**src/rtl/wave_cmd_controller.sv**
```systemverilog
// wave_cmd_controller: parses UART ASCII commands into a staged waveform config,
// commits it to the generator on a period boundary, and answers each command with 'K'/'E'.
//   in : clk, rst (async active-high), rx_data/rx_valid (UART bytes), phase_wrap (period end),
//        ack_ready (transmitter accepts response)
//   out: wave_select, freq_select, white_noise_en (committed config), cfg_update (commit pulse),
//        cfg_pending (staged != committed), ack_data/ack_valid (response), ack_overrun (sticky)
module wave_cmd_controller #(
    parameter int TIMEOUT_CYCLES = 250000,
    parameter bit SYNC_APPLY     = 1'b1
) (
    input  logic       clk,
    input  logic       rst,
    input  logic [7:0] rx_data,
    input  logic       rx_valid,
    input  logic       phase_wrap,
    output logic [2:0] wave_select,
    output logic [2:0] freq_select,
    output logic       white_noise_en,
    output logic       cfg_update,
    output logic       cfg_pending,
    output logic [7:0] ack_data,
    output logic       ack_valid,
    input  logic       ack_ready,
    output logic       ack_overrun
);
    localparam int CW = $clog2(TIMEOUT_CYCLES + 1);
    localparam logic [7:0] ACK_K = 8'h4B;
    localparam logic [7:0] ACK_E = 8'h45;

    typedef enum logic [1:0] {IDLE, WAIT_FREQ, WAIT_NOISE} state_t;

    state_t state_q, state_d;
    logic [CW-1:0] cnt_q, cnt_d;
    logic [2:0] sw_q, sw_d, sf_q, sf_d, cw_q, cw_d, cf_q, cf_d;
    logic sn_q, sn_d, cn_q, cn_d;
    logic upd_q, upd_d, av_q, av_d, ovr_q, ovr_d;
    logic [7:0] ad_q, ad_d;
    logic resolve, stg_diff, commit;
    logic [7:0] resp;

    always_ff @(posedge clk or posedge rst) begin
        if (rst) begin
            state_q <= IDLE;
            cnt_q   <= '0;
            sw_q    <= '0;
            sf_q    <= '0;
            sn_q    <= 1'b0;
            cw_q    <= '0;
            cf_q    <= '0;
            cn_q    <= 1'b0;
            upd_q   <= 1'b0;
            av_q    <= 1'b0;
            ad_q    <= '0;
            ovr_q   <= 1'b0;
        end else begin
            state_q <= state_d;
            cnt_q   <= cnt_d;
            sw_q    <= sw_d;
            sf_q    <= sf_d;
            sn_q    <= sn_d;
            cw_q    <= cw_d;
            cf_q    <= cf_d;
            cn_q    <= cn_d;
            upd_q   <= upd_d;
            av_q    <= av_d;
            ad_q    <= ad_d;
            ovr_q   <= ovr_d;
        end
    end

    always_comb begin
        state_d = state_q;
        cnt_d   = cnt_q;
        sw_d    = sw_q;
        sf_d    = sf_q;
        sn_d    = sn_q;
        resolve = 1'b0;
        resp    = ACK_K;
        if (rx_valid) begin
            case (state_q)
                IDLE: begin
                    resolve = 1'b1;
                    case (rx_data)
                        8'h54: sw_d = 3'd0;
                        8'h53: sw_d = 3'd1;
                        8'h51: sw_d = 3'd2;
                        8'h49: sw_d = 3'd3;
                        8'h46: begin
                            state_d = WAIT_FREQ;
                            cnt_d   = '0;
                            resolve = 1'b0;
                        end
                        8'h57: begin
                            state_d = WAIT_NOISE;
                            cnt_d   = '0;
                            resolve = 1'b0;
                        end
                        default: resp = ACK_E;
                    endcase
                end
                WAIT_FREQ: begin
                    state_d = IDLE;
                    resolve = 1'b1;
                    if (rx_data inside {[8'h30:8'h37]}) sf_d = rx_data[2:0];
                    else resp = ACK_E;
                end
                WAIT_NOISE: begin
                    state_d = IDLE;
                    resolve = 1'b1;
                    if (rx_data inside {8'h30, 8'h31}) sn_d = rx_data[0];
                    else resp = ACK_E;
                end
                default: state_d = IDLE;
            endcase
        end else if (state_q != IDLE) begin
            if (cnt_q == CW'(TIMEOUT_CYCLES - 1)) begin
                state_d = IDLE;
                resolve = 1'b1;
                resp    = ACK_E;
            end else begin
                cnt_d = cnt_q + 1'b1;
            end
        end
        // Commit reads the staged registers, so a byte staged this same cycle waits for the next wrap.
        stg_diff = {sw_q, sf_q, sn_q} != {cw_q, cf_q, cn_q};
        commit   = stg_diff && (phase_wrap || !SYNC_APPLY);
        cw_d     = commit ? sw_q : cw_q;
        cf_d     = commit ? sf_q : cf_q;
        cn_d     = commit ? sn_q : cn_q;
        upd_d    = commit;
        av_d     = resolve || (av_q && !ack_ready);
        ad_d     = resolve ? resp : ad_q;
        ovr_d    = ovr_q || (resolve && av_q && !ack_ready);
    end

    assign wave_select    = cw_q;
    assign freq_select    = cf_q;
    assign white_noise_en = cn_q;
    assign cfg_update     = upd_q;
    assign cfg_pending    = stg_diff;
    assign ack_data       = ad_q;
    assign ack_valid      = av_q;
    assign ack_overrun    = ovr_q;
endmodule

```
**config.mk**
```make
export PLATFORM = sky130hd
export DESIGN_NAME = wave_cmd_controller
export DESIGN_NICKNAME = d
export VERILOG_FILES = /design/src/rtl/wave_cmd_controller.sv
export SDC_FILE = /design/constraint.sdc
export NUM_CORES = 1
export LEC_CHECK = 0
export ABC_AREA = 1
export CORE_UTILIZATION = 50
export CTS_CLUSTER_DIAMETER = 150
export DETAILED_ROUTE_END_ITERATION = 16
export PLACE_DENSITY = 0.76
export SYNTH_ARGS = -nofsm -noshare
export SYNTH_HDL_FRONTEND = slang
export SYNTH_SLANG_ARGS = --single-unit
```
**constraint.sdc**
```tcl
create_clock -name clk -period 1.6 [get_ports clk]
set_input_delay 0.4 -clock clk [delete_from_list [all_inputs] [get_ports clk]]
set_output_delay 0.4 -clock clk [all_outputs]
set_load 0.005 [all_outputs]
```
==> flow_summary.yaml, run 1 <==
setup_path:
  setup.worst_path.class: "register to output port"
  crit_fanout: 2
  critical_path.top_delay_family: "flip-flops"
  path_buf_inv: 3
  critPathRequiredTime_ns: 1.20
  chain_of_cells_forming_the_critical_path: "inv_2 -> buf_6 -> nand2_2 -> nand4_1 -> nor2_1 -> nand2_1 -> buf_2"
  crit_path_top_delay_cell: "sky130_fd_sc_hd__dfrtp_1"
  arrival_ns: 1.25
  timing.critical_path.slowest_cell_delay_ns: 0.36
  critPathLaunchType: "register"
  type_of_element_capturing_the_critical_path: "output port"
grt:
  grt_pass1_wl_um: 10600
  grt_start_max_net_pins: 39
  grt_overflow_total: 0
  grt_util_all_layers: 0.261
  grt_antenna_before_repair: 0
  first_global_vias: 2361
clock_network:
  total_clock_buffers_created_by_cts: 5
  cts_htree_levels: 2
  cts-root-to-sink-buffers: 2
  clk_lat_worst_skew_ns: 0.30
  clkSlewWorstSetupHoldPaths_ns: 0.07
  cts_tree: "done"
  root_buffer: "sky130_fd_sc_hd__clkbuf_8"
  cts-hold-fix-buffers: 0
  tritoncts_num_sinks: 38
die:
  core_region_area_um2: 4750
  rows: 25
  die-height_um: 72.6
  io_pins: 32
  overall_die_width_um: 72.6
  floorplan.die_area_um2: 5270
  effective_utilization_at_floorplan: 0.524
detailed_routing:
  final_antenna_net_count: 0
  drc_errors: 0
  route.detailed.wl_per_inst_um: 13.2
  dr_iter_0_viols: 233
  detail_route.vias_per_cell: 5.05
  routed_wl_um: 6740
  num_vias: 2588
  drt_pass1_iterations: 6
placement:
  gpl.final_weighted_congestion: 0.863
  place.port_buffers: 27
  placement.setup.worst_slack_ns: -0.349
  place.detailed.hpwl_um: 4170
yosys:
  ys.warnings.count: 0
  xor_xnor_share_of_the_synthesized_area: 0.0176
  post_synth.cell_area_avg_um2: 6.99
  synth_compound_area_frac: 0.0910
  synth_cells: 356
  synth_simple_gate_area_frac: 0.376
  synth_edf_count: 0
  netlist_area_um2: 2490
  ys_seq_elements: 38
  largest_family_of_logic_cells_by_synthesized_area: "simple AND/OR/NAND/NOR gates"
  synth_async_sr_flop_share: 1.00
  yosys_most_used_dff: "sky130_fd_sc_hd__dfrtp_1"
  post_synth_mux_area_share: 0
  sequential_fraction_of_the_synthesis_area: 0.382
  adder_cell_share_of_the_synthesized_area: 0.0251
  ys_types: 31
timing:
  rsz0062_at_grt: "yes"
  hold_viol: 0
  final_max_slew_viol_count: 0
  setup-violations-final: 1
  layout_setup_ws_ns: -0.0524
  max_freq_ghz: 0.605
  layout_min_cycle_time_ns: 1.65
  final.period_utilization: 1.03
  tns_ns: -0.0524
  maximum_clock_skew_at_final_layout_ns: 0.00306
cells_and_area:
  fin_nets: 462
  layout.core_utilization: 0.742
  layout-drive-gt1-share: 0.292
  area_growth_pct: 41.7
  multiInputGateArea_um2: 1430
  antenna-diode-count: 0
  seqCellArea_um2: 951
  fill_cell_count: 349
pwr:
  pwr_density_cell_nw_per_um2: 989
  vdd.ir_drop.worst_v: 0.000847
  finalPower_mw: 3.49
  power.leakage_nw: 1.75
flow_run:
  cap_violations: 0
outcome:
  outcome: "finished with violations"
  violated_checks: "setup timing"
worst_hold_path:
  path_category_of_the_worst_min_delay_check: "input port to asynchronous set/reset pin"
registers in the layout, indices dropped and copies added, names as in the netlist:
| signal | cells |
|---|---|
| cnt_q | 18 |
| ack_data | 3 |
| freq_select | 3 |
| sf_q | 3 |
| state_q | 2 |
| sw_q | 2 |
| wave_select | 2 |
| ack_overrun | 1 |
| ack_valid | 1 |
| cfg_update | 1 |
| sn_q | 1 |
| white_noise_en | 1 |
placed cells by master (no fill, tap or decap), types with 2 or more instances in the layout:
master and count:
sky130_fd_sc_hd__nor2_1 38, sky130_fd_sc_hd__nand2_1 108, sky130_fd_sc_hd__ha_4 2, sky130_fd_sc_hd__or2_2 5, sky130_fd_sc_hd__ha_1 3, sky130_fd_sc_hd__buf_12 2, sky130_fd_sc_hd__nand2_2 14, sky130_fd_sc_hd__xor2_1 5
sky130_fd_sc_hd__nand3_1 25, sky130_fd_sc_hd__nor2_2 4, sky130_fd_sc_hd__nand2_4 2, sky130_fd_sc_hd__dlygate4sd2_1 10, sky130_fd_sc_hd__clkdlybuf4s50_1 10, sky130_fd_sc_hd__or2_4 2, sky130_fd_sc_hd__nand3_4 2, sky130_fd_sc_hd__buf_4 52
sky130_fd_sc_hd__buf_6 5, sky130_fd_sc_hd__o21ai_1 4, sky130_fd_sc_hd__nand3_2 2, sky130_fd_sc_hd__nor3_1 2, sky130_fd_sc_hd__clkinv_8 3, sky130_fd_sc_hd__inv_1 34, sky130_fd_sc_hd__o21ai_2 11, sky130_fd_sc_hd__nor2_4 3
sky130_fd_sc_hd__nand4_1 7, sky130_fd_sc_hd__a21oi_1 4, sky130_fd_sc_hd__dfrtp_1 38, sky130_fd_sc_hd__clkbuf_8 6, sky130_fd_sc_hd__conb_1 4, sky130_fd_sc_hd__dlymetal6s2s_1 6, sky130_fd_sc_hd__o21ai_0 12, sky130_fd_sc_hd__inv_2 8
worst paths after layout:
check | startpoint | to | slack, ns | cells after the start
setup / recovery | sw_q[0] | cfg_pending | -0.05 | 7
hold / removal | rst | cnt_q[9] | 0.45 | 3
setup reg to reg | cnt_q[5] | cnt_q[11] | 0.03 | 9
hold reg to reg | ack_overrun | ack_overrun | 0.47 | 2
max in group asynchronous | rst | state_q[0] | 0.96 | 3
min in group clk | ack_overrun | ack_overrun | 0.47 | 2
cells by family after synthesis:
group | Yosys count
buf+inv | 54
compound gates | 35
simple gates | 218
xor+xnor | 5
flops | 38
fa+ha+maj | 5
other cells | 1
power by group:
part	internal, mW	total [mW]	switching [mW]
combinational	0.746	1.51	0.767
sequential	1.13	1.28	0.146
clock	0.348	0.700	0.352
metal layers:
layer | vias up | wire length [µm] | GRT usage
li1 | 1284 | - | -
met2 | 114 | 3200 | 0.414
met5 | - | 0 | 0
met3 | 15 | 452 | 0.0514
met4 | 0 | 105 | 0.0654
met1 | 1175 | 2980 | 0.365
through the flow:
stage	hold slack (ns)	std cells	cell area, µm²
floorplan	0.453	359	2510
global placement	0.448	485	3110
detailed placement	0.449	485	3110
CTS	0.457	501	3340
global route	0.477	512	3530
finish	0.451	512	3530
worst reg2reg max path, delay by kind of cell (launching register included):
kind                   cells  cell delay [ns]
AO/OA/AOI/OAI              1             0.05
AND/OR/NAND/NOR            5             0.69
buffers and inverters      3             0.31
flip-flops                 1             0.42
what timing repair did:
item | in CTS | in global routing
setup buffers | 5 | 11
resized for setup | 35 | 36
pin swaps | 9 | 19
cloned | 3 | 0
setup endpoints to repair | 28 | 31
final cells by class:
type / instances / area share
Tap cell: 67 / 0.0238
Timing Repair inverter: 3 / 0.0117
Clock inverter: 1 / 0.00142
Sequential cell: 38 / 0.270
Clock buffer: 7 / 0.0245
Multi-Input combinational cell: 267 / 0.406
Timing Repair Buffer: 86 / 0.214
Inverter: 43 / 0.0493
cells in the mapped netlist, types with 2 or more instances:
library cell | instances | area (µm²)
sky130_fd_sc_hd__nor2_1 | 44 | 165
sky130_fd_sc_hd__nor3_1 | 3 | 15.0
sky130_fd_sc_hd__or2_2 | 7 | 43.8
sky130_fd_sc_hd__clkbuf_1 | 2 | 7.51
sky130_fd_sc_hd__o21ai_2 | 12 | 105
sky130_fd_sc_hd__nand4_1 | 7 | 43.8
sky130_fd_sc_hd__nand3_1 | 28 | 140
sky130_fd_sc_hd__dfrtp_1 | 38 | 951
sky130_fd_sc_hd__inv_1 | 40 | 150
sky130_fd_sc_hd__nand2_1 | 121 | 454
sky130_fd_sc_hd__nand2_2 | 3 | 18.8
sky130_fd_sc_hd__o21ai_0 | 15 | 75.1
sky130_fd_sc_hd__xor2_1 | 5 | 43.8
sky130_fd_sc_hd__buf_4 | 6 | 45.0
sky130_fd_sc_hd__inv_2 | 2 | 7.51
sky130_fd_sc_hd__a21oi_1 | 4 | 20.0
sky130_fd_sc_hd__ha_1 | 5 | 62.6
No activity file was read; power rests on OpenSTA's default activity.
==> run 2, diff against run 1 <==
- CAP_MARGIN: unset -> 0
==> results of run 2 <==
The final DEF is identical to that of run 1; final timing and power are the same.
